**src/rtl/leaf_out_arbiter_if.sv**
```systemverilog
// rtl/leaf_out_arbiter_if.sv - user-stream, config, credit and BFT link signals of the leaf output arbiter
interface leaf_out_arbiter_if #(
  parameter int PACKET_BITS   = 49,
  parameter int PAYLOAD_BITS  = 32,
  parameter int NUM_LEAF_BITS = 5,
  parameter int NUM_PORT_BITS = 4,
  parameter int NUM_OUT_PORTS = 7
);
  logic                                  resend;
  logic                                  bft_ready;
  logic                                  cfg_we;
  logic [NUM_PORT_BITS-1:0]              cfg_port;
  logic [NUM_LEAF_BITS-1:0]              cfg_leaf;
  logic [NUM_PORT_BITS-1:0]              cfg_dport;
  logic                                  credit_vld;
  logic [NUM_PORT_BITS-1:0]              credit_port;
  logic [NUM_OUT_PORTS*PAYLOAD_BITS-1:0] din_user;
  logic [NUM_OUT_PORTS-1:0]              vld_user;
  logic [NUM_OUT_PORTS-1:0]              ack_user;
  logic [PACKET_BITS-1:0]                dout;
  logic [NUM_PORT_BITS-1:0]              grant_idx;

  modport master (
    output resend, bft_ready, cfg_we, cfg_port, cfg_leaf, cfg_dport,
    output credit_vld, credit_port, din_user, vld_user,
    input  ack_user, dout, grant_idx
  );

  modport slave (
    input  resend, bft_ready, cfg_we, cfg_port, cfg_leaf, cfg_dport,
    input  credit_vld, credit_port, din_user, vld_user,
    output ack_user, dout, grant_idx
  );
endinterface

```
**src/rtl/leaf_out_arbiter.sv**
```systemverilog
// rtl/leaf_out_arbiter.sv - round-robin, credit-gated arbiter of user output streams onto the leaf-to-BFT link
module leaf_out_arbiter #(
  parameter int PACKET_BITS           = 49,
  parameter int PAYLOAD_BITS          = 32,
  parameter int NUM_LEAF_BITS         = 5,
  parameter int NUM_PORT_BITS         = 4,
  parameter int NUM_ADDR_BITS         = 7,
  parameter int NUM_OUT_PORTS         = 7,
  parameter int NUM_BRAM_ADDR_BITS    = 7,
  parameter int FREESPACE_UPDATE_SIZE = 64
) (
  input logic               clk,
  input logic               reset,
  leaf_out_arbiter_if.slave bus
);

  localparam int CRED_W   = NUM_BRAM_ADDR_BITS + 1;
  localparam int CRED_MAX = 1 << NUM_BRAM_ADDR_BITS;
  localparam int VLD_BIT  = PACKET_BITS - 1;

  logic [NUM_OUT_PORTS-1:0] cfg_q, cfg_d;
  logic [NUM_LEAF_BITS-1:0] leaf_q   [NUM_OUT_PORTS];
  logic [NUM_LEAF_BITS-1:0] leaf_d   [NUM_OUT_PORTS];
  logic [NUM_PORT_BITS-1:0] dport_q  [NUM_OUT_PORTS];
  logic [NUM_PORT_BITS-1:0] dport_d  [NUM_OUT_PORTS];
  logic [NUM_ADDR_BITS-1:0] addr_q   [NUM_OUT_PORTS];
  logic [NUM_ADDR_BITS-1:0] addr_d   [NUM_OUT_PORTS];
  logic [CRED_W-1:0]        credit_q [NUM_OUT_PORTS];
  logic [CRED_W-1:0]        credit_d [NUM_OUT_PORTS];
  logic [NUM_PORT_BITS-1:0] ptr_q, ptr_d;
  logic [PACKET_BITS-1:0]   dout_q, dout_d;
  logic [NUM_PORT_BITS-1:0] gidx_q, gidx_d;

  logic [NUM_OUT_PORTS-1:0] eligible;
  logic [NUM_OUT_PORTS-1:0] ack;
  logic                     can_grant;
  logic                     found;
  logic                     grant;
  logic                     found_hi;
  logic [NUM_PORT_BITS-1:0] win_hi;
  logic [NUM_PORT_BITS-1:0] win_lo;
  logic [NUM_PORT_BITS-1:0] winner;
  logic [PACKET_BITS-1:0]   pkt;

  always_comb begin
    eligible = '0;
    for (int i = 0; i < NUM_OUT_PORTS; i++) begin
      eligible[i] = bus.vld_user[i] & cfg_q[i] & (credit_q[i] != '0);
    end
  end

  // A held (unaccepted) packet blocks new grants; resend blocks everything.
  assign can_grant = !bus.resend && (bus.bft_ready || !dout_q[VLD_BIT]);
  assign found     = |eligible;
  assign grant     = can_grant && found;

  // Round-robin: lowest eligible index at or above the pointer, else lowest overall.
  always_comb begin
    found_hi = 1'b0;
    win_hi   = '0;
    win_lo   = '0;
    for (int i = NUM_OUT_PORTS - 1; i >= 0; i--) begin
      if (eligible[i]) begin
        win_lo = NUM_PORT_BITS'(i);
        if (i >= int'(ptr_q)) begin
          found_hi = 1'b1;
          win_hi   = NUM_PORT_BITS'(i);
        end
      end
    end
    winner = found_hi ? win_hi : win_lo;
  end

  always_comb begin
    ack = '0;
    pkt = '0;
    for (int i = 0; i < NUM_OUT_PORTS; i++) begin
      if (winner == NUM_PORT_BITS'(i)) begin
        ack[i] = grant;
        pkt    = {1'b1, leaf_q[i], dport_q[i], addr_q[i],
                  bus.din_user[i*PAYLOAD_BITS +: PAYLOAD_BITS]};
      end
    end
  end

  always_comb begin
    dout_d = '0;
    gidx_d = gidx_q;
    ptr_d  = ptr_q;
    if (bus.resend) begin
      dout_d = '0;
    end else if (grant) begin
      dout_d = pkt;
      gidx_d = winner;
      ptr_d  = (winner == NUM_PORT_BITS'(NUM_OUT_PORTS - 1)) ? '0 : winner + 1'b1;
    end else if (!bus.bft_ready && dout_q[VLD_BIT]) begin
      dout_d = dout_q;
    end
  end

  // Config writes take effect next edge, so a same-cycle grant still sees the old destination.
  always_comb begin
    int c;
    cfg_d = cfg_q;
    for (int i = 0; i < NUM_OUT_PORTS; i++) begin
      leaf_d[i]  = leaf_q[i];
      dport_d[i] = dport_q[i];
      addr_d[i]  = addr_q[i];
      c          = int'(credit_q[i]);
      if (bus.cfg_we && bus.cfg_port == NUM_PORT_BITS'(i)) begin
        cfg_d[i]   = 1'b1;
        leaf_d[i]  = bus.cfg_leaf;
        dport_d[i] = bus.cfg_dport;
      end
      if (grant && winner == NUM_PORT_BITS'(i)) begin
        addr_d[i] = addr_q[i] + 1'b1;
        c         = c - 1;
      end
      if (bus.credit_vld && bus.credit_port == NUM_PORT_BITS'(i)) begin
        c = c + FREESPACE_UPDATE_SIZE;
      end
      if (c > CRED_MAX) begin
        c = CRED_MAX;
      end
      credit_d[i] = CRED_W'(c);
    end
  end

  always_ff @(posedge clk or negedge reset) begin
    if (!reset) begin
      cfg_q  <= '0;
      ptr_q  <= '0;
      dout_q <= '0;
      gidx_q <= '0;
      for (int i = 0; i < NUM_OUT_PORTS; i++) begin
        leaf_q[i]   <= '0;
        dport_q[i]  <= '0;
        addr_q[i]   <= '0;
        credit_q[i] <= CRED_W'(CRED_MAX);
      end
    end else begin
      cfg_q  <= cfg_d;
      ptr_q  <= ptr_d;
      dout_q <= dout_d;
      gidx_q <= gidx_d;
      for (int i = 0; i < NUM_OUT_PORTS; i++) begin
        leaf_q[i]   <= leaf_d[i];
        dport_q[i]  <= dport_d[i];
        addr_q[i]   <= addr_d[i];
        credit_q[i] <= credit_d[i];
      end
    end
  end

  assign bus.ack_user  = ack;
  assign bus.dout      = dout_q;
  assign bus.grant_idx = gidx_q;

endmodule

```
**src/flat_wrapper.sv**
```systemverilog
// flat-port wrapper written by rule: the top's interface ports become plain ports
module leaf_out_arbiter_flat 
#(
  parameter int PACKET_BITS           = 49,
  parameter int PAYLOAD_BITS          = 32,
  parameter int NUM_LEAF_BITS         = 5,
  parameter int NUM_PORT_BITS         = 4,
  parameter int NUM_ADDR_BITS         = 7,
  parameter int NUM_OUT_PORTS         = 7,
  parameter int NUM_BRAM_ADDR_BITS    = 7,
  parameter int FREESPACE_UPDATE_SIZE = 64
)
  (clk, reset, bus_resend, bus_bft_ready, bus_cfg_we, bus_cfg_port, bus_cfg_leaf, bus_cfg_dport, bus_credit_vld, bus_credit_port, bus_din_user, bus_vld_user, bus_ack_user, bus_dout, bus_grant_idx);
  leaf_out_arbiter_if #(.PACKET_BITS(PACKET_BITS), .PAYLOAD_BITS(PAYLOAD_BITS), .NUM_LEAF_BITS(NUM_LEAF_BITS), .NUM_PORT_BITS(NUM_PORT_BITS), .NUM_OUT_PORTS(NUM_OUT_PORTS)) bus_i ();
  input logic clk;
  input logic reset;
  input wire logic [$bits(bus_i.resend)-1:0] bus_resend;
  input wire logic [$bits(bus_i.bft_ready)-1:0] bus_bft_ready;
  input wire logic [$bits(bus_i.cfg_we)-1:0] bus_cfg_we;
  input wire logic [$bits(bus_i.cfg_port)-1:0] bus_cfg_port;
  input wire logic [$bits(bus_i.cfg_leaf)-1:0] bus_cfg_leaf;
  input wire logic [$bits(bus_i.cfg_dport)-1:0] bus_cfg_dport;
  input wire logic [$bits(bus_i.credit_vld)-1:0] bus_credit_vld;
  input wire logic [$bits(bus_i.credit_port)-1:0] bus_credit_port;
  input wire logic [$bits(bus_i.din_user)-1:0] bus_din_user;
  input wire logic [$bits(bus_i.vld_user)-1:0] bus_vld_user;
  output wire logic [$bits(bus_i.ack_user)-1:0] bus_ack_user;
  output wire logic [$bits(bus_i.dout)-1:0] bus_dout;
  output wire logic [$bits(bus_i.grant_idx)-1:0] bus_grant_idx;
  assign bus_i.resend = bus_resend;
  assign bus_i.bft_ready = bus_bft_ready;
  assign bus_i.cfg_we = bus_cfg_we;
  assign bus_i.cfg_port = bus_cfg_port;
  assign bus_i.cfg_leaf = bus_cfg_leaf;
  assign bus_i.cfg_dport = bus_cfg_dport;
  assign bus_i.credit_vld = bus_credit_vld;
  assign bus_i.credit_port = bus_credit_port;
  assign bus_i.din_user = bus_din_user;
  assign bus_i.vld_user = bus_vld_user;
  assign bus_ack_user = bus_i.ack_user;
  assign bus_dout = bus_i.dout;
  assign bus_grant_idx = bus_i.grant_idx;
  leaf_out_arbiter #(.PACKET_BITS(PACKET_BITS), .PAYLOAD_BITS(PAYLOAD_BITS), .NUM_LEAF_BITS(NUM_LEAF_BITS), .NUM_PORT_BITS(NUM_PORT_BITS), .NUM_ADDR_BITS(NUM_ADDR_BITS), .NUM_OUT_PORTS(NUM_OUT_PORTS), .NUM_BRAM_ADDR_BITS(NUM_BRAM_ADDR_BITS), .FREESPACE_UPDATE_SIZE(FREESPACE_UPDATE_SIZE)) u_core (.clk(clk), .reset(reset), .bus(bus_i));
endmodule
```
**config.mk**
```make
export PLATFORM = sky130hd
export DESIGN_NAME = leaf_out_arbiter_flat
export DESIGN_NICKNAME = d
export VERILOG_FILES = /design/src/rtl/leaf_out_arbiter_if.sv /design/src/rtl/leaf_out_arbiter.sv /design/src/flat_wrapper.sv
export SDC_FILE = /design/constraint.sdc
export NUM_CORES = 1
export LEC_CHECK = 0
export ABC_AREA = 1
export CORE_MARGIN = 10
export CORE_UTILIZATION = 30
export DETAILED_ROUTE_END_ITERATION = 16
export SETUP_SLACK_MARGIN = 0.4
export SLEW_MARGIN = 20
export SYNTH_ARGS = -nofsm -noshare
export SYNTH_HDL_FRONTEND = slang
export SYNTH_SLANG_ARGS = --single-unit
```
**constraint.sdc**
```tcl
create_clock -name clk -period 4.3 [get_ports clk]
set_input_delay 1.075 -clock clk [delete_from_list [all_inputs] [get_ports clk]]
set_output_delay 1.075 -clock clk [all_outputs]
set_load 0.01 [all_outputs]
```
; ---- Yosys cells after proc, flatten, opt, wreduce, memory -nomap -nowiden
; Cells that the tools add are included.
[totals]
ff_bits = 232
inputBits = 254
out_inout_bits = 60
elab_cells = 223
[classes]
addsub = 22
n_lt_le_gt_ge = 14
eq_ne = 19
n_mux = 75
bitwise = 15
reduce_logical = 40
[op_table]
columns = op, count
row1 = 2-to-1 mux 49 bit, 10
row2 = 2-to-1 mux 32 bit, 14
row3 = adder 32 x 8 -> 32 bit (second input constant), 7
row4 = > comparator 32 x 9 -> 1 bit (second input constant), 7
row5 = subtractor 8 x 1 -> 9 bit (second input constant), 7
row6 = 2-to-1 mux 4 bit, 15
row7 = 2-to-1 mux 8 bit, 7
row8 = nonzero test 8 bit, 7
row9 = adder 7 x 1 -> 7 bit (second input constant), 7
row10 = equality test 4 x 3 -> 1 bit (second input constant), 9
row11 = equality test 4 x 2 -> 1 bit (second input constant), 6
row12 = logical AND 1 bit, 24
row13 = 2-to-1 mux 3 bit, 8
row14 = 2-to-1 mux 1 bit, 21
row15 = AND 1 bit, 14
row16 = equality test 4 x 1 -> 1 bit (second input constant), 3
row17 = greater-or-equal comparator 3 x 4 -> 1 bit (first input constant), 3
row18 = zero test 4 bit, 3
row19 = greater-or-equal comparator 1 x 4 -> 1 bit (first input constant), 2
row20 = greater-or-equal comparator 2 x 4 -> 1 bit (first input constant), 2
row21 = OR reduction 7 bit, 1
row22 = adder 4 x 1 -> 4 bit (second input constant), 1
row23 = zero test 1 bit, 3
row24 = != test 3 x 2 -> 1 bit (second input constant), 1
row25 = 3 further kinds, 3

; ---- Longest topological paths before layout
; Gate-level depths: netlist of the first run.
[logic_depth]
word_depth = 26
depth_mapped = 30

; ---- Worst setup path before layout of the first run
; OpenSTA, ideal clock, no wires.
[synth_timing]
path_type = input to register
startpoint = input bus_vld_user[2]
endpoint = register u_core.credit_q[31] (netlist name)
setup_ns = 0.077
arrival_ns = 4.343
setup_slack_ns = -0.120
stages = 25
path_buffers = 4
path_cell_list = nand2_1 inv_1 nand3_1 nand2_1 inv_2 nand2_4 nor2_8 nand2_1 nand2_4 buf_6 buf_2 buf_2 ha_1 clkbuf_1 nand2_1 nor2_1 nand3_1 xor2_1 ha_1 inv_1 ha_1 nand3b_1 o21ai_0 nand2_1 a21o_1
[synth_lines]
columns = element, line
row1 = from (decl), flat_wrapper.sv:26  ; input wire logic [$bits(bus_i.vld_user)-1:0] bus_vld_user;
row2 = "to (signal, indexed assignment)", leaf_out_arbiter.sv:139  ; credit_q[i] <= CRED_W'(CRED_MAX);
row3 = "to (signal, indexed assignment)", leaf_out_arbiter.sv:150  ; credit_q[i] <= credit_d[i];
row4 = to (decl), leaf_out_arbiter.sv:28  ; logic [CRED_W-1:0] credit_q [NUM_OUT_PORTS];

; ---- Worst setup path after layout of the first run
[layout_timing]
startpoint = register u_core.credit_q[9] (netlist name)
endpoint = output bus_ack_user[3]
[layout_between]
elab_chain_len = 16
word_cells_on_any_way = 35
cone_classes = 1 x eq/ne / 30 x mux / 1 x bitwise / 3 x reduce/logical
[layout_rtl]
columns = element, line
row1 = nonzero test 8 bit (*), leaf_out_arbiter.sv:48  ; eligible[i] = bus.vld_user[i] & cfg_q[i] & (credit_q[i] != '0);
row2 = AND 1 bit (*), leaf_out_arbiter.sv:48
row3 = 2-to-1 mux 4 bit or 2-to-1 mux 1 bit (tied branches), leaf_out_arbiter.sv:63  ; if (eligible[i]) begin
row4 = 2-to-1 mux 4 bit or 2-to-1 mux 1 bit (tied branches), leaf_out_arbiter.sv:65  ; if (i >= int'(ptr_q)) begin
row5 = 2-to-1 mux 4 bit or 2-to-1 mux 1 bit (tied branches), leaf_out_arbiter.sv:63
row6 = 2-to-1 mux 4 bit or 2-to-1 mux 1 bit (tied branches), leaf_out_arbiter.sv:65
row7 = 2-to-1 mux 4 bit or 2-to-1 mux 1 bit (tied branches), leaf_out_arbiter.sv:63
row8 = 2-to-1 mux 4 bit or 2-to-1 mux 1 bit (tied branches), leaf_out_arbiter.sv:65
row9 = 2-to-1 mux 4 bit or 2-to-1 mux 1 bit (tied branches), leaf_out_arbiter.sv:63
row10 = 2-to-1 mux 4 bit or 2-to-1 mux 1 bit (tied branches), leaf_out_arbiter.sv:65
row11 = 2-to-1 mux 4 bit or 2-to-1 mux 1 bit (tied branches), leaf_out_arbiter.sv:63
row12 = 2-to-1 mux 4 bit or 2-to-1 mux 1 bit (tied branches), leaf_out_arbiter.sv:65
row13 = 2-to-1 mux 4 bit or 2-to-1 mux 1 bit (tied branches), leaf_out_arbiter.sv:63
row14 = 2-to-1 mux 4 bit, leaf_out_arbiter.sv:71  ; winner = found_hi ? win_hi : win_lo;
row15 = equality test 4 x 2 -> 1 bit, leaf_out_arbiter.sv:78  ; if (winner == NUM_PORT_BITS'(i)) begin
row16 = 2-to-1 mux 1 bit (*), leaf_out_arbiter.sv:78
row17 = to (decl), flat_wrapper.sv:27  ; output wire logic [$bits(bus_i.ack_user)-1:0] bus_ack_user;
; Every way passes the cells marked *; elsewhere a longest branch is shown, timed or not.

==> results.cfg, run 1 <==
[run_status]
status = finished clean

[run]
cap_violations = 0

[pwr]
p_total_mw = 14.5
power_density_mw_per_mm2 = 694
ir_drop_v = 0.000458
p_leak_nw = 10.3

[global_routing]
use_met2_pct = 31.8
grt_max_degree = 86
use_met1_pct = 23.2
grtUsageTotal_pct = 18.6
antenna_found_initial = 6
first_global_vias = 14800
busiest_layer = met2
grt.overflow.total = 0
met3_usage_pct = 2.77
grt_pass1_wl_um = 86800

[synth]
ys_ff_latch = 231
avgSynthCellArea_um2 = 7.10
synth-seq-area-share_pct = 39.0
ys_warn_count = 0
syn_inst = 2090
syn_area_mm2 = 0.0148
synth_cell_types = 48

[clock_tree]
tritoncts = yes
h-tree-depth = 1
hold_buffers = 0
cts_buffers = 29
cts.sinks = 231
clk_path_buf_depth = 3
cts-root-buf = clkbuf_16
path_clk_slew_ps = 60
clk_latency_ps = 580

[sta]
hold_viol_final = 0
period_minus_slack_ps = 3780
setup_violations = 0
slew_violations = 0
clock_skew_ps = 24.4
period_share_pct = 87.9
fmax_mhz = 265
tightest_slew_ps = 826
whs_ps = 452
max_slew_margin_pct = 44.8
rsz0062_at_grt = true

[setup_path]
max_stage_delay_ps = 400
crit_cells = 16
reg2regPathDepth = 28
arrival_ps = 2700
crit_path_top_delay_cell = dfrtp_1
path_max_fanout = 5
cp-end-kind = output port
cp_top_family = simple AND/OR/NAND/NOR gates
crit_path_cell_trace = inv_1, ha_4, nand2_2, nor2_4, nor2_4, nand2_2, nand3_4, nor2_8, buf_6, nand2_4, nand2_4, buf_6, ha_4, clkinv_4, nor2_4, buf_6
start_kind = flop
critPathBufInv = 5
path_class = flop to output port
cp.required_ps = 3220

[route]
routed_wl_um = 56700
wire_per_inst_um = 17.8
first_pass_iters = 6
route.detailed.drc = 0
vias = 15100
drtIter0Drc = 817
drtAntennaViolNets = 0
via_per_inst = 4.73

[hold_path]
hold_class = input port to asynchronous set/reset pin

[place]
port_buffers = 312
dp_hpwl_um = 42700
gp_congestion = 0.931

[finish]
utilization_pct = 42.7
drive_above_1_share_pct = 13.5
nets = 2795
area_growth_pct = 40.6

[floorplanning]
start_util_pct = 30.3
core_mm2 = 0.0490
dieArea_mm2 = 0.0588
ios = 314
die_y_um = 242
die_x_um = 242
num_rows = 81
registers in the layout, indices dropped and copies added, names as in the netlist:
name	cells
u_core.cfg_q	7
u_core.ptr_q	4
u_core.bus.dout	49
u_core.bus.grant_idx	3
u_core.leaf_q	35
u_core.dport_q	28
u_core.credit_q	56
u_core.addr_q	49
placed cells by master (no fill, tap or decap), drive strengths merged, types with 2 or more instances in the layout:
| master | instances |
|---|---|
| inv | 234 |
| o21a | 2 |
| xor2 | 66 |
| o31ai | 6 |
| nand2 | 663 |
| conb | 31 |
| o21ai | 191 |
| dfrtp | 224 |
| a21oi | 102 |
| ha | 43 |
| o21bai | 18 |
| nand4 | 35 |
| buf | 129 |
| nand3 | 135 |
| nor2 | 197 |
| clkbuf | 33 |
| xnor2 | 18 |
| nor3 | 15 |
| diode | 4 |
| clkinv | 15 |
| a21boi | 19 |
| clkdlybuf4s50 | 297 |
| dfstp | 7 |
| o22ai | 2 |
| bufinv | 3 |
| a22oi | 15 |
| nor4 | 3 |
| dlygate4sd2 | 6 |
| clkinvlp | 4 |
through the flow:
stage          cells  instance area, µm²  worst slack (ps)  setup TNS, ps
6_report        3189               20900               522              0
5_1_grt         3189               20900               383              0
4_1_cts         3166               20600               371              0
3_5_place_dp    3103               19400              -298          -6050
3_3_place_gp    3103               19400              -303          -4010
2_1_floorplan   2119               15000               313              0
what timing repair did:
action | in CTS | in global routing
pin swaps | 27 | 33
setup endpoints to repair | 15 | 63
endpoints found under the hold margin | 0 | 0
buffers inserted | 9 | 19
resized for setup | 79 | 52
power breakdown:
part           internal (mW)  switching [mW]
clock network           1.48            1.05
logic                   3.40            5.36
registers               2.77           0.428
total                   7.66            6.84
per-layer routing:
layer / vias to the layer above / part of all wire (%)
met1: 7125 / 43
met2: 428 / 48
li1: 7469 / -
met5: - / 0.021
met4: 2 / 3.4
met3: 68 / 5.7
cell families (layout without fill, tap and decap cells):
kind of cell,Yosys count,after routing,synth area share (%)
other,2,35,0.0506
AO/OA/AOI/OAI,360,360,13.4
flip-flops,231,231,39.0
AND/OR/NAND/NOR,1049,1049,30.1
buffers and inverters,320,722,8.69
XOR/XNOR,85,85,5.11
adder cells (fa/ha/maj),43,43,3.62
area by class of cell:
| cell class | count | area [µm²] |
|---|---|---|
| antenna | 4 | 10.0 |
| clock buffer | 32 | 767 |
| clock inverter | 22 | 229 |
| fill | 4996 | 28100 |
| inverter | 234 | 883 |
| multi-input combinational | 1568 | 8250 |
| sequential | 231 | 5790 |
| tap | 664 | 831 |
| timing repair buffer | 434 | 4120 |
synthesized netlist by cell type, drive strengths merged:
master     n  area (µm²)
a22oi     15         113
o2111ai    1        8.76
o21a       2        15.0
xor2      66         578
nor3      15        75.1
clkinv     2        7.51
ha        43         538
xnor3      1        22.5
o22ai      2        12.5
nor4       3        25.0
o211ai     1        7.51
a21oi    102         514
inv      232         871
a21o       1        7.51
clkbuf    49         184
nand3    135         738
o41ai      1        8.76
o31ai      6        45.0
dfstp      7         184
buf       37         228
nor2     197         830
o221ai     1        8.76
nand4     35         234
nand2    663        2570
xnor2     18         158
conb       2        7.51
nand3b     1        7.51
a21boi    19         143
o21bai    18         143
dfrtp    224        5610
o21ai    191         963
final timing paths:
path | from | end | slack [ps]
worst max-delay path | u_core.credit_q[9] | bus_ack_user[3] | 520
min in group clk | u_core.addr_q[20] | u_core.addr_q[20] | 470
max in group asynchronous | reset | u_core.dport_q[24] | 2880
worst min register to register | u_core.addr_q[20] | u_core.addr_q[20] | 470
worst max register to register | u_core.credit_q[9] | u_core.credit_q[25] | 640
worst min-delay path | reset | u_core.credit_q[45] | 450
Note: power is estimated with default switching activity, not from simulation.
==> run 2, diff against run 1 <==
- SLEW_MARGIN: 20 -> unset
==> results of run 2 <==
No change in the layout: final DEF, timing and power equal those of run 1.
==> run 3, diff against run 2 <==
- CORE_UTILIZATION: 30 -> 40
- PLACE_DENSITY: unset -> 0.68
==> results.cfg, run 3 (synthesis gave the netlist of run 1 again) <==
[sta]
slew_violations = 0
fin_ws_ps = 406
clock_skew_ps = 15.3
tightest_slew_ps = 854
max_slew_margin_pct = 42.9
fmax_mhz = 257
setup_violations = 0
rsz0062_at_grt = true
period_share_pct = 90.6
period_minus_slack_ps = 3890
hold_viol_final = 0

[setup_path]
cp.required_ps = 3220
crit_path_cell_trace = inv_2, ha_4, nand2_1, nor2_1, nand2_2, nand3_2, nand2_2, inv_2, nand2_4, nor2_8, buf_4, nand2_2, nand2_4, buf_12, ha_4, clkinv_4, nor2_4, buf_6
reg2regPathDepth = 30
path_class = flop to output port
path_max_fanout = 4
crit_path_top_delay_cell = dfrtp_1
arrival_ps = 2820
max_stage_delay_ps = 410
crit_top_cell = nand2_2
crit_cells = 18
start_kind = flop
critPathBufInv = 6
cp-end-kind = output port
cp_top_family = simple AND/OR/NAND/NOR gates

[clock_tree]
clk_path_buf_depth = 3
clk_latency_ps = 550
tritoncts = yes
cts_buffers = 27
cts.sinks = 231
h-tree-depth = 1
cts-root-buf = clkbuf_16
path_clk_slew_ps = 60
hold_buffers = 0

[place]
dp_hpwl_um = 39900
placed_cells = 2907
gp_congestion = 0.955
dp_slack_ps = -306
placed_cell_area_mm2 = 0.0192
port_buffers = 312

[finish]
final_cells = 2995
final_common_cell = nand2_1
top_register = u_core.credit_q
drive_above_1_share_pct = 13.1
nets = 2794
design_area_mm2 = 0.0207
largest_reg_flops = 56
area_growth_pct = 39.2
layout_common_cells = nand2_1, clkdlybuf4s50_1, dfrtp_1

[hold_path]
hold_class = flop to flop
holdPathStages = 1

[floorplanning]
ios = 314
core_mm2 = 0.0366
start_util_pct = 40.6
die_x_um = 213
dieArea_mm2 = 0.0452
die_y_um = 213
num_rows = 70

[pwr]
ir_drop_v = 0.000445
power_density_mw_per_mm2 = 691
p_leak_nw = 10.3

[route]
vias = 15100
first_pass_iters = 5
drtAntennaViolNets = 0
via_per_inst = 5.04
route.detailed.drc = 0
drtIter0Drc = 1155
routed_wl_um = 52900
wire_per_inst_um = 17.7

[run]
cap_violations = 0

[global_routing]
grt.overflow.total = 0
grt_max_degree = 100
first_global_vias = 14600
antenna_found_initial = 9
grt_pass1_wl_um = 81200
grtUsageTotal_pct = 22.4

[run_status]
status = finished clean
[run 3: what timing repair did]
| action | CTS | global route |
|---|---|---|
| resized for setup | 58 | 67 |
| setup endpoints to repair | 21 | 55 |
| buffers inserted | 15 | 14 |
| pin swaps | 15 | 43 |
[run 3: layout make-up]
type,instances,area (µm²)
diodes,9,22.5
clock buffers,37,763
clock inverters,13,161
fillers,3426,15900
inverters,234,888
multi-input cells,1568,8260
flip-flops and latches,231,5790
well taps,468,586
repair buffers,435,4200
[run 3: per-stage QoR]
step,hold slack (ps),TNS [ps],util (%),power (mW)
floorplan,434,0,-,8.53
global placement,448,-2340,52.3,11.3
detailed placement,459,-5020,52.3,11.4
CTS,474,0,55.4,14.1
global route,493,0,56.4,15.5
finish,474,0,56.4,14.3
[run 3: path summary, 6_finish.rpt]
kind	start	endpoint	slack, ps
max	u_core.credit_q[33]	bus_ack_user[3]	410
min	u_core.addr_q[34]	u_core.addr_q[34]	470
max reg2reg	u_core.credit_q[33]	u_core.credit_q[30]	500
min reg2reg	u_core.addr_q[34]	u_core.addr_q[34]	470
max in group asynchronous	reset	u_core.credit_q[15]	2770
min in group asynchronous	reset	u_core.credit_q[41]	580
[run 3: metal layers]
metal	global-route usage [%]	wire length [µm]	share of wire, %	up-vias
met3	3.26	3220	6.1	62
met5	0	0	0	-
li1	-	-	-	7490
met2	39.2	26400	50	422
met1	27.6	22100	42	7130
met4	7.58	1250	2.4	0
[run 3: power by group]
| group | internal [mW] | total (mW) | leakage [nW] | switching [mW] |
|---|---|---|---|---|
| registers | 2.77 | 3.20 | 2.91 | 0.426 |
| clock network | 1.43 | 2.37 | 0.459 | 0.945 |
| logic | 3.50 | 8.71 | 6.95 | 5.21 |
| total | 7.70 | 14.3 | 10.3 | 6.58 |
